### src/rtl/pipe_pkg.sv
// rtl/pipe_pkg.sv - shared types, latch indices and rule priority helper for pipe_ctrl
// Ports: none (package).
package pipe_pkg;

    typedef enum logic [1:0] {
        ST_RUN        = 2'd0,
        ST_LOAD_STALL = 2'd1,
        ST_MEM_WAIT   = 2'd2,
        ST_HALT       = 2'd3
    } state_t;

    // Bit positions of the pipeline latches inside en/flush.
    localparam int L1 = 0;  // IF/ID
    localparam int L2 = 1;  // ID/EX
    localparam int L3 = 2;  // EX/MEM
    localparam int L4 = 3;  // MEM/WB

    typedef enum logic [2:0] {
        RULE_MEM_STALL = 3'd0,
        RULE_BRANCH    = 3'd1,
        RULE_LOAD_USE  = 3'd2,
        RULE_HALT      = 3'd3,
        RULE_NONE      = 3'd4
    } rule_t;

    // Strict priority: memory stall > branch > load-use > halt > nothing.
    function automatic rule_t pick_rule(input logic mem_stall,
                                        input logic branch,
                                        input logic load_use,
                                        input logic halt_req);
        if (mem_stall)     return RULE_MEM_STALL;
        else if (branch)   return RULE_BRANCH;
        else if (load_use) return RULE_LOAD_USE;
        else if (halt_req) return RULE_HALT;
        else               return RULE_NONE;
    endfunction

endpackage

### src/rtl/pipe_ctrl_if.sv
// rtl/pipe_ctrl_if.sv - pipeline-control signal bundle between datapath and pipe_ctrl
// Ports (master = datapath side, slave = controller side):
//   datapath -> ctrl : ex_mem_read, ex_rd, id_rs1, id_rs2, id_uses_rs2, branch_taken,
//                      mem_req, mem_ready, halt, go
//   ctrl -> datapath : pc_en, en[3:0], flush[1:0], halted, mem_err, stall_count[CNT_W-1:0]
interface pipe_ctrl_if #(
    parameter int CNT_W = 8
);
    logic             ex_mem_read;
    logic [2:0]       ex_rd;
    logic [2:0]       id_rs1;
    logic [2:0]       id_rs2;
    logic             id_uses_rs2;
    logic             branch_taken;
    logic             mem_req;
    logic             mem_ready;
    logic             halt;
    logic             go;

    logic             pc_en;
    logic [3:0]       en;
    logic [1:0]       flush;
    logic             halted;
    logic             mem_err;
    logic [CNT_W-1:0] stall_count;

    modport master (
        output ex_mem_read, ex_rd, id_rs1, id_rs2, id_uses_rs2, branch_taken,
               mem_req, mem_ready, halt, go,
        input  pc_en, en, flush, halted, mem_err, stall_count
    );

    modport slave (
        input  ex_mem_read, ex_rd, id_rs1, id_rs2, id_uses_rs2, branch_taken,
               mem_req, mem_ready, halt, go,
        output pc_en, en, flush, halted, mem_err, stall_count
    );
endinterface

### src/rtl/hazard_detect.sv
// rtl/hazard_detect.sv - combinational load-use hazard compare
// Ports: ex_mem_read, ex_rd[2:0], id_rs1[2:0], id_rs2[2:0], id_uses_rs2 in; load_use out.
module hazard_detect (
    input  logic       ex_mem_read,
    input  logic [2:0] ex_rd,
    input  logic [2:0] id_rs1,
    input  logic [2:0] id_rs2,
    input  logic       id_uses_rs2,
    output logic       load_use
);
    // r0 is hardwired zero, so a load into it never creates a dependency.
    assign load_use = ex_mem_read && (ex_rd != 3'd0) &&
                      ((ex_rd == id_rs1) || (id_uses_rs2 && (ex_rd == id_rs2)));
endmodule

### src/rtl/pipe_ctrl.sv
// rtl/pipe_ctrl.sv - 4-latch pipeline stall/flush/halt controller
// Ports: clk2 (pipeline clock), rst (sync active-high reset), bus (pipe_ctrl_if.slave):
//   hazard/branch/memory/halt inputs in, pc_en/en/flush/halted/mem_err/stall_count out.
module pipe_ctrl
    import pipe_pkg::*;
#(
    parameter int MEM_TIMEOUT = 15,
    parameter int CNT_W       = 8
) (
    input  logic      clk2,
    input  logic      rst,
    pipe_ctrl_if.slave bus
);
    localparam int               WAIT_W  = $clog2(MEM_TIMEOUT + 1);
    localparam logic [CNT_W-1:0] CNT_MAX = '1;

    state_t             state, state_next;
    logic [WAIT_W-1:0]  wait_cnt, wait_next, wait_inc;
    logic               mem_err, err_set;
    logic [CNT_W-1:0]   stall_count;
    logic               load_use;
    logic               follow_rules;
    rule_t              rule;

    logic               pc_en;
    logic [3:0]         en;
    logic [1:0]         flush;
    logic               halted;

    hazard_detect u_hazard (
        .ex_mem_read (bus.ex_mem_read),
        .ex_rd       (bus.ex_rd),
        .id_rs1      (bus.id_rs1),
        .id_rs2      (bus.id_rs2),
        .id_uses_rs2 (bus.id_uses_rs2),
        .load_use    (load_use)
    );

    // The LOAD_STALL cycle already holds the dependent instruction; re-checking
    // load-use there would stall twice for one hazard. In MEM_WAIT the rules only
    // apply once mem_ready=1, which makes the memory-stall term zero by itself.
    assign rule = pick_rule(bus.mem_req && !bus.mem_ready, bus.branch_taken,
                            load_use && (state != ST_LOAD_STALL), bus.halt);

    assign follow_rules = (state == ST_RUN) || (state == ST_LOAD_STALL) ||
                          ((state == ST_MEM_WAIT) && bus.mem_ready);

    assign wait_inc = wait_cnt + WAIT_W'(1);

    // State register
    always_ff @(posedge clk2) begin
        if (rst) begin
            state       <= ST_RUN;
            wait_cnt    <= '0;
            mem_err     <= 1'b0;
            stall_count <= '0;
        end else begin
            state    <= state_next;
            wait_cnt <= wait_next;
            if (err_set) begin
                mem_err <= 1'b1;
            end
            if (!pc_en && (stall_count != CNT_MAX)) begin
                stall_count <= stall_count + CNT_W'(1);
            end
        end
    end

    // Next-state logic
    always_comb begin
        state_next = state;
        wait_next  = wait_cnt;
        err_set    = 1'b0;
        if (follow_rules) begin
            case (rule)
                RULE_MEM_STALL: begin
                    state_next = ST_MEM_WAIT;
                    wait_next  = WAIT_W'(1);
                end
                RULE_LOAD_USE: state_next = ST_LOAD_STALL;
                RULE_HALT:     state_next = ST_HALT;
                default:       state_next = ST_RUN;
            endcase
        end else begin
            case (state)
                ST_MEM_WAIT: begin
                    wait_next = wait_inc;
                    if (wait_inc >= WAIT_W'(MEM_TIMEOUT)) begin
                        err_set    = 1'b1;
                        state_next = ST_HALT;
                    end
                end
                ST_HALT: begin
                    // A memory timeout is fatal until reset.
                    if (bus.go && !mem_err) begin
                        state_next = ST_RUN;
                    end
                end
                default: state_next = ST_RUN;
            endcase
        end
    end

    // Output logic
    always_comb begin
        pc_en  = 1'b0;
        en     = '0;
        flush  = '0;
        halted = 1'b0;
        if (!rst) begin
            if (state == ST_HALT) begin
                halted = 1'b1;
            end
            if (follow_rules) begin
                case (rule)
                    RULE_BRANCH: begin
                        pc_en     = 1'b1;
                        en        = 4'b1111;
                        flush[L1] = 1'b1;
                        flush[L2] = 1'b1;
                    end
                    RULE_LOAD_USE: begin
                        // Hold PC and IF/ID, push a bubble into ID/EX.
                        en        = 4'b1111;
                        en[L1]    = 1'b0;
                        flush[L2] = 1'b1;
                    end
                    RULE_NONE: begin
                        pc_en = 1'b1;
                        en    = 4'b1111;
                    end
                    default: ;
                endcase
            end
        end
    end

    assign bus.pc_en       = pc_en;
    assign bus.en          = en;
    assign bus.flush       = flush;
    assign bus.halted      = halted;
    assign bus.mem_err     = mem_err;
    assign bus.stall_count = stall_count;

endmodule

### src/flat_wrapper.sv
// flat-port wrapper written by rule: the top's interface ports become plain ports
module pipe_ctrl_flat import pipe_pkg::*;
#(
    parameter int MEM_TIMEOUT = 15,
    parameter int CNT_W       = 8
)
  (clk2, rst, bus_ex_mem_read, bus_ex_rd, bus_id_rs1, bus_id_rs2, bus_id_uses_rs2, bus_branch_taken, bus_mem_req, bus_mem_ready, bus_halt, bus_go, bus_pc_en, bus_en, bus_flush, bus_halted, bus_mem_err, bus_stall_count);
  pipe_ctrl_if #(.CNT_W(CNT_W)) bus_i ();
  input  logic clk2;
  input  logic rst;
  input wire logic [$bits(bus_i.ex_mem_read)-1:0] bus_ex_mem_read;
  input wire logic [$bits(bus_i.ex_rd)-1:0] bus_ex_rd;
  input wire logic [$bits(bus_i.id_rs1)-1:0] bus_id_rs1;
  input wire logic [$bits(bus_i.id_rs2)-1:0] bus_id_rs2;
  input wire logic [$bits(bus_i.id_uses_rs2)-1:0] bus_id_uses_rs2;
  input wire logic [$bits(bus_i.branch_taken)-1:0] bus_branch_taken;
  input wire logic [$bits(bus_i.mem_req)-1:0] bus_mem_req;
  input wire logic [$bits(bus_i.mem_ready)-1:0] bus_mem_ready;
  input wire logic [$bits(bus_i.halt)-1:0] bus_halt;
  input wire logic [$bits(bus_i.go)-1:0] bus_go;
  output wire logic [$bits(bus_i.pc_en)-1:0] bus_pc_en;
  output wire logic [$bits(bus_i.en)-1:0] bus_en;
  output wire logic [$bits(bus_i.flush)-1:0] bus_flush;
  output wire logic [$bits(bus_i.halted)-1:0] bus_halted;
  output wire logic [$bits(bus_i.mem_err)-1:0] bus_mem_err;
  output wire logic [$bits(bus_i.stall_count)-1:0] bus_stall_count;
  assign bus_i.ex_mem_read = bus_ex_mem_read;
  assign bus_i.ex_rd = bus_ex_rd;
  assign bus_i.id_rs1 = bus_id_rs1;
  assign bus_i.id_rs2 = bus_id_rs2;
  assign bus_i.id_uses_rs2 = bus_id_uses_rs2;
  assign bus_i.branch_taken = bus_branch_taken;
  assign bus_i.mem_req = bus_mem_req;
  assign bus_i.mem_ready = bus_mem_ready;
  assign bus_i.halt = bus_halt;
  assign bus_i.go = bus_go;
  assign bus_pc_en = bus_i.pc_en;
  assign bus_en = bus_i.en;
  assign bus_flush = bus_i.flush;
  assign bus_halted = bus_i.halted;
  assign bus_mem_err = bus_i.mem_err;
  assign bus_stall_count = bus_i.stall_count;
  pipe_ctrl #(.MEM_TIMEOUT(MEM_TIMEOUT), .CNT_W(CNT_W)) u_core (.clk2(clk2), .rst(rst), .bus(bus_i));
endmodule
### config.mk
export PLATFORM = sky130hd
export DESIGN_NAME = pipe_ctrl_flat
export DESIGN_NICKNAME = d
export VERILOG_FILES = /design/src/rtl/pipe_pkg.sv /design/src/rtl/pipe_ctrl_if.sv /design/src/rtl/hazard_detect.sv /design/src/rtl/pipe_ctrl.sv /design/src/flat_wrapper.sv
export SDC_FILE = /design/constraint.sdc
export NUM_CORES = 1
export LEC_CHECK = 0
export CAP_MARGIN = 10
export CORE_MARGIN = 10
export CORE_UTILIZATION = 46
export DETAILED_ROUTE_END_ITERATION = 10
export PLACE_DENSITY = 0.84
export SETUP_SLACK_MARGIN = 0.15
export SLEW_MARGIN = 20
export SYNTH_ARGS = -nofsm -noshare
export SYNTH_HDL_FRONTEND = slang
export SYNTH_SLANG_ARGS = --single-unit
### constraint.sdc
create_clock -name clk2 -period 4.4 [get_ports clk2]
set_clock_uncertainty 0.2 [all_clocks]
set_input_delay 1.1 -clock clk2 [delete_from_list [all_inputs] [get_ports clk2]]
set_output_delay 1.1 -clock clk2 [all_outputs]
set_load 0.01 [all_outputs]
* Word level (Yosys, flattened, before mapping)
Cells that the tools add are included. W data, S select, Z words.
Word-level totals: word-level logic and storage cells 70, bits of input ports 18, flip-flop bits (word level) 15
Operators by class: add/subtract/negate cells 2, $lt $le $gt $ge 1, mux-type cells 27, reductions and logical operators 22, equality and inequality tests 14
Operators with widths (number):
- $mux W4 | 5
- $mux W3 | 4
- $mux W1 | 10
- $mux W2 | 5
- $add A8 B1 Y8 const B | 1
- $logic_and A1 B1 Y1 | 8
- $ne A8 B8 Y1 const B | 1
- $pmux W4 S2 | 1
- $eq A3 B2 Y1 const B | 2
- $eq A3 B3 Y1 | 2
- $pmux W2 S3 | 1
- $add A4 B1 Y4 const B | 1
- $eq A2 B2 Y1 const B | 2
- $ge A4 B4 Y1 const B | 1
- $pmux W2 S2 | 1
- $reduce_and A2 Y1 | 2
- $reduce_or A2 Y1 | 2
- $eq A3 B1 Y1 const B | 1
- $eq A3 B3 Y1 const B | 1
- $logic_not A1 Y1 | 3
- $logic_not A3 Y1 | 1
- $logic_or A1 B1 Y1 | 3
- $ne A3 B1 Y1 const B | 1
- $ne A3 B2 Y1 const B | 1
- other kinds (6) | 6

* Logic depth before layout (Yosys ltp)
Gate-level depths: netlist (run 1).
depth after elaboration 15, depth in mapped cells 8, gate-level depth less buffers 7

* By module
From an unflattened synthesis (run 1), not the netlist that was laid out.
Unflattened totals: cell total of the unflattened synthesis 127, area, all modules 1034.7 um^2
Modules (own cells, without submodules):
- pipe_ctrl | instances 1, cells each 117, sequential area each 300.3 um^2, area each 958.4 um^2
- hazard_detect | instances 1, cells each 10, sequential area each 0.0 um^2, area each 76.3 um^2

* Worst setup path before layout (run 1)
OpenSTA, ideal clock, no wires.
path type input port to output port, from input bus_ex_rd[0], to output bus_en[0], path buffers 1, stages 6, data arrival time 2.233 ns, slack 0.867 ns, path through o311ai_0 > a21oi_1 > nor2_1 > nor2_1 > nor2_1 > buf_4
Between the ends: word-level cells in the longest chain between the ends 13, elaborated cells on any way between the ends 18, classes of those cells eq/ne (5); mux (6); reduce/logical (7)
RTL lines:
- start: declaration | RTL line flat_wrapper.sv:12 | input wire logic [$bits(bus_i.ex_rd)-1:0] bus_ex_rd;
- $eq A3 B3 Y1 | RTL line hazard_detect.sv:13 | ((ex_rd == id_rs1) || (id_uses_rs2 && (ex_rd == id_rs2)));
- $logic_and A1 B1 Y1 | RTL line hazard_detect.sv:13
- $logic_or A1 B1 Y1 | RTL line hazard_detect.sv:13
- $logic_and A1 B1 Y1 (*) | RTL line hazard_detect.sv:12 | assign load_use = ex_mem_read && (ex_rd != 3'd0) &&
- $logic_and A1 B1 Y1 (*) | RTL line pipe_ctrl.sv:43 | load_use && (state != ST_LOAD_STALL), bus.halt);
- $mux W3 (*) | RTL line pipe_pkg.sv:33 | else if (load_use) return RULE_LOAD_USE;
- $mux W3 (*) | RTL line pipe_pkg.sv:32 | else if (branch) return RULE_BRANCH;
- $mux W3 (*) | RTL line pipe_pkg.sv:31 | if (mem_stall) return RULE_MEM_STALL;
- $eq A3 B3 Y1 / $eq A3 B1 Y1 (equally long branches) | RTL line pipe_ctrl.sv:115 | case (rule)
- $reduce_or A2 Y1 (no line)
- $pmux W4 S2 (*) | RTL line pipe_ctrl.sv:115
- $mux W4 (*) | RTL line pipe_ctrl.sv:114 | if (follow_rules) begin
- $mux W4 (*) | RTL line pipe_ctrl.sv:110 | if (!rst) begin
- end: declaration | RTL line flat_wrapper.sv:22 | output wire logic [$bits(bus_i.en)-1:0] bus_en;
Mark *: on every way between the ends. The rest lies on a longest branch, timed or not.

* Worst setup path after layout (run 1)
from input bus_id_rs1[0], to output bus_pc_en
Between the ends: word-level cells in the longest chain between the ends 12, elaborated cells on any way between the ends 13, classes of those cells eq/ne (3); mux (6); reduce/logical (4)
RTL lines:
- start: declaration | RTL line flat_wrapper.sv:13 | input wire logic [$bits(bus_i.id_rs1)-1:0] bus_id_rs1;
- $eq A3 B3 Y1 (*) | RTL line hazard_detect.sv:13
- $logic_or A1 B1 Y1 (*) | RTL line hazard_detect.sv:13
- $logic_and A1 B1 Y1 (*) | RTL line hazard_detect.sv:12
- $logic_and A1 B1 Y1 (*) | RTL line pipe_ctrl.sv:43
- $mux W3 (*) | RTL line pipe_pkg.sv:33
- $mux W3 (*) | RTL line pipe_pkg.sv:32
- $mux W3 (*) | RTL line pipe_pkg.sv:31
- $eq A3 B3 Y1 / $eq A3 B1 Y1 (equally long branches) | RTL line pipe_ctrl.sv:115
- $reduce_or A2 Y1 (no line) (*)
- $mux W1 (*) | RTL line pipe_ctrl.sv:115
- $mux W1 (*) | RTL line pipe_ctrl.sv:114
- $mux W1 (*) | RTL line pipe_ctrl.sv:110
- end: declaration | RTL line flat_wrapper.sv:21 | output wire logic [$bits(bus_i.pc_en)-1:0] bus_pc_en;
Marks and branches as above.

==> results of run 1 <==
[Yosys cell counts, types with 2 or more instances]
| cell type | number | area (um2) |
|---|---|---|
| sky130_fd_sc_hd__nor2_1 | 22 | 82.58 |
| sky130_fd_sc_hd__dfxtp_1 | 15 | 300.3 |
| sky130_fd_sc_hd__a21oi_1 | 11 | 55.05 |
| sky130_fd_sc_hd__nand3_1 | 6 | 30.03 |
| sky130_fd_sc_hd__xnor2_1 | 6 | 52.55 |
| sky130_fd_sc_hd__inv_1 | 5 | 18.77 |
| sky130_fd_sc_hd__nand2_1 | 5 | 18.77 |
| sky130_fd_sc_hd__nand2b_1 | 4 | 25.02 |
| sky130_fd_sc_hd__o21ai_0 | 4 | 20.02 |
| sky130_fd_sc_hd__buf_4 | 3 | 22.52 |
| sky130_fd_sc_hd__ha_1 | 3 | 37.54 |
| sky130_fd_sc_hd__o31ai_1 | 3 | 22.52 |
| sky130_fd_sc_hd__or4_1 | 3 | 22.52 |
| sky130_fd_sc_hd__xor2_1 | 3 | 26.28 |
| sky130_fd_sc_hd__clkbuf_1 | 2 | 7.510 |
| sky130_fd_sc_hd__nand4_1 | 2 | 12.51 |
| sky130_fd_sc_hd__or2_2 | 2 | 12.51 |
| sky130_fd_sc_hd__or3_1 | 2 | 12.51 |
[repair_timing]
item,4_1_cts,5_1_grt
pin swaps,0,2
gates resized for setup,5,5
hold buffers,0,0
setup endpoints to repair,5,3
[critical path, stage by stage]
cell and delay [ps]:
sky130_fd_sc_hd__clkdlybuf4s50_1 490, sky130_fd_sc_hd__xnor2_1 120, sky130_fd_sc_hd__nand3_1 160, sky130_fd_sc_hd__a21oi_2 210, sky130_fd_sc_hd__nor2_1 80, sky130_fd_sc_hd__nor2_1 80
sky130_fd_sc_hd__nor2_1 60, sky130_fd_sc_hd__clkdlybuf4s50_1 510
[worst paths after layout]
path | start | to | slack [ps] | cells after the start
worst max-delay path | bus_id_rs1[0] | bus_pc_en | 290 | 8
worst min-delay path | u_core.bus.mem_err | u_core.bus.mem_err | 300 | 2
worst max register to register | u_core.state[1] | u_core.bus.stall_count[7] | 2030 | 7
worst min register to register | u_core.bus.mem_err | u_core.bus.mem_err | 300 | 2
[per-layer routing]
| layer | track usage (%) | vias up | wire length, um |
|---|---|---|---|
| met3 | 4.007 | 4 | 138 |
| met2 | 18.35 | 31 | 1181 |
| met1 | 13.98 | 404 | 1203 |
| li1 | - | 472 | - |
| met5 | 0 | - | 0 |
| met4 | 4.278 | 0 | 31 |
[registers in the layout, indices dropped and copies added (netlist names)]
signal and flops:
u_core.bus.mem_err 1, u_core.state 2, u_core.wait_cnt 4, u_core.bus.stall_count 8
[through the flow]
stage	util, %	cell area, um2	setup WS [ps]	cells	hold WS [ps]
floorplan	-	907.1	866.6	116	276.5
detailed placement	65.30	1255	0.5187	173	290.4
finish	67.97	1306	290.1	177	303.5
CTS	66.67	1281	88.92	177	307.3
global route	67.97	1306	194.5	177	321.2
global placement	65.30	1255	77.21	173	274.3
[layout make-up]
type                            count  area (um2)  share of cell area, %
Multi-Input combinational cell     90       568.0                  43.49
Tap cell                           27       33.78                  2.586
Clock buffer                        4       26.28                  2.011
Inverter                            5       18.77                  1.437
Sequential cell                    15       300.3                  22.99
Timing Repair Buffer               36       359.1                  27.49
[cell families (layout without fill, tap and decap cells)]
group                      after synthesis  in the layout  synth area share [%]
muxes                                    1              1                 1.103
xor gates and xnor gates                 9              9                 8.690
and+or+nand+nor                         50             50                 26.62
adders and majority gates                3              3                 4.138
buffers and inverters                   11             45                 6.621
AOI/OAI and AO/OA                       27             27                 19.73
DFF                                     15             15                 33.10
[where the power goes]
group / leakage (nW) / internal [mW] / total, mW / switching, mW
sequential: 0.122 / 0.142 / 0.149 / 0.00702
clock: 0.0150 / 0.0352 / 0.0828 / 0.0476
combinational: 0.367 / 0.0445 / 0.0813 / 0.0368
total: 0.504 / 0.221 / 0.313 / 0.0915
==> run summary, run 1 <==
The later pin in the worst-skew pair is clocked with a latency of 290 ps. Buffer levels on the longest clock path: 2. The tools report the number of warnings reported in the yosys synthesis log as 0. The worst setup path is launched from an input port. The post-synthesis average cell area came out at 7.820 um2. Setup repair after global routing left no endpoint under its margin. The run finished with clean final reports.

The number of setup buffers added after CTS is 0. The logs give 1 for the deepest level of the CTS H-tree and 33 for the number of library cell types mapped by synthesis. The most common cell after layout, fill and taps aside is sky130_fd_sc_hd__clkdlybuf4s50_1. The arrival time at the worst endpoint was 2810 ps; the cell area power density was 239.5 mW/mm2. The synthesized cell area was 907.1 um2; the average routed wire per standard cell was 14.44 um. The total chip power was 312.9 uW; the number of DRC markers in iteration 0 was 51. The count of buffers added on input and output ports is 34. The logs give 911 for the detailed-route via count and 0 for the post-detailed-route count of antenna-violating nets. In this run the worst path has a maximum fanout of 3. For the count of final max-slew check failures, the log shows 0. Setup violations remaining at the end of the flow were counted as 0. The top flip-flop cell by instance count after synthesis is sky130_fd_sc_hd__dfxtp_1. The analysis attributes to cell leakage a power of 0.5039 nW.

The floorplan step set the die height to 64.41 um. The logs give 172 for the number of nets in the layout and 0 for the DRC violation count after routing. Filler cell count: 168. Post-synthesis register bit count: 15. The number of endpoints with negative hold slack in the final report was 0; the count of flip-flops with a built-in enable after synthesis was 0. Proportion of register bits with asynchronous set or reset after synthesis: 0%. The initial antenna violation count is 0.

The HPWL after detailed placement is 1965 um. For the number of iterations in the first detailed-routing pass, the log shows 4. The sum of negative setup slack is 0 ps, and the final critical-path required period is 4110 ps. The run gives 0.001922 mm2 as the placeable core area.

The tools report the number of placement rows as 16. For this design the top-level I/O count stands at 35. The max-capacitance violation count was 0; the maximum vdd ir drop was 0.2048 mV. Buffers inserted during clock tree synthesis total 3. Leaving out fill and tap cells, the most frequent cells in the layout are 28 x sky130_fd_sc_hd__clkdlybuf4s50_1, 22 x sky130_fd_sc_hd__nor2_1, 15 x sky130_fd_sc_hd__dfxtp_1. In the routed layout, each cell is associated on average with a via count of 5.147. In the synthesized netlist, the number of instances is 116. The die is 64.41 um wide. The register clock-pin slew on the reported worst setup and hold paths came out at 90 ps. At the worst endpoint, the required time is 3100 ps. The via count of the first global-routing pass is 860, and the measured slew at the worst slew-check pin is 671.8 ps. Measured against its own limit, the worst slew margin works out to 55.05%. TritonCTS built the clock tree. The share of layout cells above drive strength 1 works out to 7.333%. The number of nets handed over by synthesis was 137. Summed over all layers, the global routing overflow is 0. The critical path in this run is classified as input port to primary output. For the total routed wirelength, the log shows 2555 um.

Based on the critical path, the design can be clocked at up to 0.2433 GHz. Relative to the synthesized area, the layout overhead comes to 44.00%. The period utilization works out to 93.41%. The clock net in this run drives a total of 15 sinks. Across every metal layer, demand over resource in global routing totals 11.55%.

The tools report the type of element capturing the critical path as a primary output. Routability-driven placement finished with a final weighted congestion of 0.8910. For this run, the register share of the synthesized area comes to 33.10%. The pin count of the biggest net entering global routing came out at 16. Once the floorplan was initialized, standard cells occupied 47.20% of the core. The die covers 0.004148 mm2. The first global-routing pass estimated 3960 um of wire.

The antenna cell count was 0. The path class of the tightest hold or removal check is flip-flop to flip-flop. In this run the clock root is driven by a sky130_fd_sc_hd__clkbuf_4.
Power figures use the tool's default switching activity.
==> inputs of run 2 (changes only) <==
--- a/config.mk
+++ b/config.mk
@@ -7,9 +7,10 @@
 export LEC_CHECK = 0
 export CAP_MARGIN = 10
 export CORE_MARGIN = 10
-export CORE_UTILIZATION = 46
+export CORE_UTILIZATION = 48
+export CTS_BUF_LIST = sky130_fd_sc_hd__clkbuf_8
 export DETAILED_ROUTE_END_ITERATION = 10
-export PLACE_DENSITY = 0.84
+export PLACE_DENSITY = 0.87
 export SETUP_SLACK_MARGIN = 0.15
 export SLEW_MARGIN = 20
 export SYNTH_ARGS = -nofsm -noshare
==> run 2 against run 1 <==
Setup slack improved by 17 ps. Register-to-register slack about the same. Cell area rose by 1.5%. Critical path type unchanged.
==> run summary, run 2 (synthesized netlist as in run 1, its figures left out) <==
The flow ran to the end, and the final reports show no timing, DRC or antenna violations. The tool flagged a number of max-cap violations equal to 0. The clock sink count came out at 15. The routed design has 2454 um of wire. Via count of the first global-routing pass: 893. In the layout the commonest cells are 28 x sky130_fd_sc_hd__clkdlybuf4s50_1, 22 x sky130_fd_sc_hd__nor2_1, 15 x sky130_fd_sc_hd__dfxtp_1. Setup violations remaining at the end of the flow were counted as 0.

The finished cells cover 0.001326 mm2. The min-delay analysis places its worst path in the category flip-flop to flip-flop. The insertion delay of the later-clocked pin in the worst-skew pair is 250 ps. The tools report the pin count of the biggest net entering global routing as 16. The logs give 0.001764 mm2 for the placeable core area and -59.94 ps for the post-placement setup slack.

The type of element capturing the critical path was a primary output. The number of placement rows came out at 15. Headroom to the max-slew limit: 55.17%. The run gives 1910 um as the post-DP HPWL. The tools report the deepest level of the CTS H-tree as 1. The first detailed-routing pass ran for 4 iterations.

In this run, placement finished with an instance count of 171. The completed layout was analyzed and its total power is 343.1 uW. The die height is 63.47 um, and the data required time of the critical path is 3100 ps. The buffer levels on the longest clock path came out at 2. Final critical-path required period: 4093 ps.

The logs give 0 for the DRC violation count after routing and 0 for the antenna cell count. Setup repair after global routing left no endpoint under its margin. TritonCTS built the clock tree. The layout overhead on the synthesized area was 46.21%; the number of endpoints with negative hold slack in the final report was 0. The final layout contains 173 nets. The worst-case IR drop observed on VDD is 0.2327 mV. Cells with a size suffix above 1 make up 7.947% of the layout.

The die covers 0.004028 mm2. The clock root buffer is sky130_fd_sc_hd__clkbuf_8. Counting flops per register, the top entry is u_core.bus.stall_count. The critical path launch point type is an input port. The tools report the area after detailed placement as 0.001252 mm2.

The register with the most flip-flops in the layout has 8 of them. The number of top-level design ports is 35, and the weighted congestion reported at the end of routability-driven placement is 0.7208. The period utilization is 93.03%, and the TritonCTS buffer count is 3. The library cell used most frequently in the layout, excluding fill and tap cells, is sky130_fd_sc_hd__clkdlybuf4s50_1. The starting density of the core came out at 51.42%. The initial antenna violation count is 0, and the number of port buffers is 34. The total congestion overflow after global routing was 0. The largest registers in the layout are u_core.bus.stall_count x8, u_core.wait_cnt x4, u_core.state x2. After layout, the worst setup slack is 306.9 ps.

The detail route stage leaves a number of antenna-violating nets equal to 0. The tools report the leakage component of the power as 0.5184 nW. The die is 63.47 um wide. Final hold analysis gives a worst-case slack of 295.1 ps. The cell area power density works out to 258.7 mW/mm2. In the global route stage, overall resource usage came out at 12.34%. The logs give 0 for the count of final max-slew check failures and 0 for the number of buffers inserted by hold repair at cts. In this run, the number of DRC markers left after iteration 0 of detailed routing was 35. The finished layout holds 176 standard cells, fillers aside. The routed layout has 946 vias. In the final routed layout, each cell accounts on average for 13.94 um. Clock-pin slew was measured on the worst setup and hold paths at 60 ps. Timing would allow up to 0.2443 GHz. The first global-routing pass estimated 4112 um of wire. For the pin with the worst max-slew slack, the measured transition is 670.0 ps. The largest driver fanout on the critical path was 3. The critical path is of the input port to primary output type. The routed via count divided by cell count is 5.375, and the arrival time at the worst endpoint is 2790 ps.
run 2: cell count changes in the layout (fill, tap and decap cells not counted):
cell / change
sky130_fd_sc_hd__clkbuf_4: -3
sky130_fd_sc_hd__clkbuf_8: +3
sky130_fd_sc_hd__buf_4: +1
sky130_fd_sc_hd__clkbuf_1: -1
sky130_fd_sc_hd__dlygate4sd2_1: +1
sky130_fd_sc_hd__dlymetal6s2s_1: -1
sky130_fd_sc_hd__inv_1: +1
run 2: layout make-up:
type,instances,area [um2]
Fill cell,145,437.9
Inverter,5,18.77
Timing Repair Buffer,37,362.8
Sequential cell,15,300.3
Multi-Input combinational cell,90,568.0
Clock inverter,1,3.754
Tap cell,25,31.28
Clock buffer,3,41.29
run 2: path summary, 6_finish.rpt:
path | startpoint | endpoint | slack (ps) | cells past startpoint
setup / recovery | bus_id_rs1[1] | bus_en[0] | 310 | 8
hold / removal | u_core.bus.mem_err | u_core.bus.mem_err | 300 | 2
setup reg to reg | u_core.state[1] | u_core.bus.stall_count[5] | 2030 | 7
hold reg to reg | u_core.bus.mem_err | u_core.bus.mem_err | 300 | 2
run 2: power by group:
group | switching (mW) | internal [mW] | total, mW | leakage (nW)
logic | 0.0368 | 0.0450 | 0.0818 | 0.370
clock network | 0.0505 | 0.0620 | 0.112 | 0.0269
registers | 0.00691 | 0.142 | 0.149 | 0.122
run 2: stage by stage:
step / setup TNS, ps / util, %
2_1_floorplan: 0 / -
3_3_place_gp: 0 / 70.99
3_5_place_dp: -166.4 / 70.99
4_1_cts: 0 / 74.47
5_1_grt: 0 / 75.18
6_report: 0 / 75.18
run 2: metal layers:
metal,routed length (um),global-route usage [%]
met3,135,4.240
met1,1190,14.44
met2,1084,19.97
met4,44,4.918
met5,0,0
run 2: timing repair:
item | in CTS | in global routing
pin swaps | 0 | 2
setup endpoints to repair | 5 | 4
resized for setup | 8 | 2
setup buffers | 0 | 1
hold endpoints to repair | 0 | 0
run 2: critical path, stage by stage:
cell	delay, ps
sky130_fd_sc_hd__clkdlybuf4s50_1	470
sky130_fd_sc_hd__xnor2_1	120
sky130_fd_sc_hd__nand3_1	150
sky130_fd_sc_hd__a21oi_2	210
sky130_fd_sc_hd__nor2_1	70
sky130_fd_sc_hd__nor2_1	100
sky130_fd_sc_hd__nor2_1	70
sky130_fd_sc_hd__clkdlybuf4s50_1	510
==> inputs of run 3 (changes only) <==
--- a/config.mk
+++ b/config.mk
@@ -16,3 +16,4 @@
 export SYNTH_ARGS = -nofsm -noshare
 export SYNTH_HDL_FRONTEND = slang
 export SYNTH_SLANG_ARGS = --single-unit
+export TNS_END_PERCENT = 5
==> constraint.sdc (replaced) <==
create_clock -name clk2 -period 5.2 [get_ports clk2]
set_clock_uncertainty 0.2 [all_clocks]
set_input_delay 1.3 -clock clk2 [delete_from_list [all_inputs] [get_ports clk2]]
set_output_delay 1.3 -clock clk2 [all_outputs]
set_load 0.01 [all_outputs]
==> run 3 against run 2 <==
Setup slack better by 150 ps. Combinational power down 18%. Critical path depth down 1. Routed wire length up 1.9%. Critical endpoint unchanged. Largest cell class unchanged.
==> run summary, run 3 (synthesized netlist as in run 1, its figures left out) <==
The flow ran to the end, and the final reports show no timing, DRC or antenna violations. The run gives 158 as the filler cell count. In the final layout, the share of cells above drive strength 1 is 5.369%. Cell type with the highest occurrence count on the critical path: sky130_fd_sc_hd__nor2_1. The floorplan step defined a die boundary enclosing 0.004028 mm2. The number of clock buffers added by TritonCTS is 3. At the end of routability-driven placement, the weighted congestion stood at 0.7603.

In the final layout, the registers with the most flip-flops are u_core.bus.stall_count x8, u_core.wait_cnt x4, u_core.state x2. The tools report the area taken by multi-input logic gates as 546.8 um2. Traced cell by cell, the critical path runs through clkdlybuf4s50_1 -> o311ai_1 -> a21oi_1 -> nor2_1 -> nor2_1 -> nor2_1 -> clkdlybuf4s50_1. The DRC violation count after routing is 0, and the floorplan die width is 63.47 um. For the number of endpoints with negative hold slack in the final report, the log shows 0. Critical path launch point type: an input port. STA puts the critical path data required time at 3700 ps. The number of port buffers is 34, and the headroom to the max-slew limit is 50.73%. After clock tree synthesis, the setup repair step added 0 buffers. The number of iterations in the first detailed-routing pass is 4, and the largest driver fanout on the critical path is 3.

The cell area power density was 223.4 mW/mm2. Summed over all layers, the global routing overflow is 0. Setup repair after global routing left no endpoint under its margin. The family with the most delay on the worst path is buffers and inverters. The critical path contains buffers and inverters numbering 2 combined. Detailed placement ended at an HPWL of 1957 um. Insertion delay of the later-clocked pin in the worst-skew pair: 250 ps. Measured slew at the worst slew-check pin: 736.4 ps. For the finished layout, the period the worst path requires is 4740 ps.

Max-capacitance violation count: 0. The library cell used most frequently in the layout, excluding fill and tap cells, is sky130_fd_sc_hd__clkdlybuf4s50_1. The tools report the sum of negative setup slack as 0 ps. The reg2reg setup slack is 2830 ps. The startpoint identified for the worst register-to-register timing path is u_core.bus.stall_count[0]. The tools report the placeable core area as 0.001764 mm2. The worst setup path is captured at a primary output.

The antenna cell count was 0. The via count of the first global-routing pass was 938. u_core.bus.stall_count holds more flip-flops than any other register. After the last flow step, the layout net total stands at 171.

In the finished design, the share of the clock period the worst path needs comes to 91.16%. Entering global routing, the biggest net connects 17 pins. The tools report the clock sink count as 15. The number of cell instances on the worst register-to-register path works out to 7.

The start-to-end type of the worst setup path is input port to primary output. For the total of endpoints with negative setup slack in the final report, the log shows 0. The highest-delay cell along the critical path was sky130_fd_sc_hd__clkdlybuf4s50_1. Across all layers, the routed design uses 939 vias. In the layout the commonest cells are 34 x sky130_fd_sc_hd__clkdlybuf4s50_1, 22 x sky130_fd_sc_hd__nor2_1, 15 x sky130_fd_sc_hd__dfxtp_1. Post-CTS repair changed the size of 0 cells. The worst register-to-register path ends at u_core.bus.stall_count[5]. Summed over all cells, the static leakage comes to 0.4695 nW. In the routed layout, each cell is associated on average with a via count of 5.397.

TritonCTS built the clock tree. The worst-case hold path end point is u_core.bus.mem_err. The tools report the number of placement rows as 15. The worst hold path was traced through 2 stages.

The initial antenna violation count was 0. After clock tree synthesis, the flow added hold-fix buffers numbering 0. Summed over all layers, the routed wires come to 2500 um. The die is 63.47 um tall. Number of flip-flops in the largest register: 8.

Registers take 300.3 um2. The area growth from synthesis to layout is 42.21%. The design draws 288.1 uW. The largest single stage delay on the critical path is 560 ps. The tools report the buffer levels on the longest clock path as 2.

The tightest min-delay check is of the flip-flop to flip-flop type. The run gives 1 as the deepest level of the CTS H-tree. Clock root buffer: sky130_fd_sc_hd__clkbuf_8. The register clock-pin slew on the reported worst setup and hold paths is 60 ps, and the average routed wire per standard cell is 14.37 um. The first global-routing pass estimated 4215 um of wire. For this run, the top clock speed supported by timing is 0.2110 GHz. The logs give 35 for the number of top-level design ports and 0 for the count of final max-slew check failures. For this configuration, the core starts out at a cell density of 51.42%. STA puts the critical path data arrival time at 3240 ps.

In the global route stage, overall resource usage came out at 12.46%. The tools report the post-detailed-route count of antenna-violating nets as 0. The logs give 0.1730 mV for the maximum vdd ir drop and 35 for the number of DRC markers in iteration 0. Hold path startpoint: u_core.bus.mem_err.
==> run 3: changes by cell type in the layout (fill, tap and decap cells not counted) <==
cell                              before  now
sky130_fd_sc_hd__dlymetal6s2s_1        2    0
sky130_fd_sc_hd__a21oi_2               1    0
sky130_fd_sc_hd__clkdlybuf4s50_1      28   34
sky130_fd_sc_hd__dlygate4sd2_1         4    0
sky130_fd_sc_hd__a21oi_1              10   11
sky130_fd_sc_hd__o311ai_1              0    1
sky130_fd_sc_hd__buf_4                 3    1
sky130_fd_sc_hd__o311ai_4              1    0
==> run 3: worst reg2reg max path, delay by kind of cell, from the launching register on <==
kind / cells / cell delay [ps]
AOI/OAI and AO/OA: 2 / 550
adders and majority gates: 1 / 260
DFF: 1 / 340
and+or+nand+nor: 4 / 970
==> run 3: report_power, final <==
group	leakage (nW)	internal, mW	switching, mW
Combinational	0.321	0.0377	0.0296
Sequential	0.122	0.120	0.00605
Clock	0.0269	0.0524	0.0423
Total	0.469	0.210	0.0780
==> run 3: metal layers <==
layer	track usage, %	wire (um)	vias up	part of all wire (%)
li1	-	-	473	-
met1	14.29	1193	431	48
met2	20.73	1095	30	44
met3	4.064	176	5	7.0
met4	4.918	35	0	1.4
met5	0	0	-	0
==> run 3: through the flow <==
stage          std cells  hold slack (ps)  worst slack (ps)  utilization [%]  cell area (um2)
4_1_cts              174            318.0             290.3            73.12             1290
5_1_grt              174            327.9             290.5            73.12             1290
3_5_place_dp         170            285.5             302.8            70.57             1245
2_1_floorplan        116            276.5              1267                -            907.1
3_3_place_gp         170            272.4             378.1            70.57             1245
6_report             174            314.9             459.8            73.12             1290
==> run 3: worst max path at each step <==
stage,startpoint,to,slack [ps],cells past startpoint
5_1_grt,bus_ex_rd[1],bus_en[3],290,7
6_report,bus_ex_rd[0],bus_en[0],460,7
3_5_place_dp,bus_ex_rd[0],bus_en[0],300,7
4_1_cts,bus_ex_rd[0],bus_en[0],290,7
3_3_place_gp,bus_ex_rd[0],bus_pc_en,380,7
2_1_floorplan,bus_ex_rd[0],bus_en[0],1270,6
==> run 3: final cells by class <==
| cell class | instances | area share (%) |
|---|---|---|
| Sequential cell | 15 | 23.28 |
| Clock buffer | 3 | 3.201 |
| Tap cell | 25 | 2.425 |
| Multi-Input combinational cell | 90 | 42.39 |
| Timing Repair Buffer | 35 | 26.96 |
| Clock inverter | 1 | 0.2910 |
| Inverter | 5 | 1.455 |
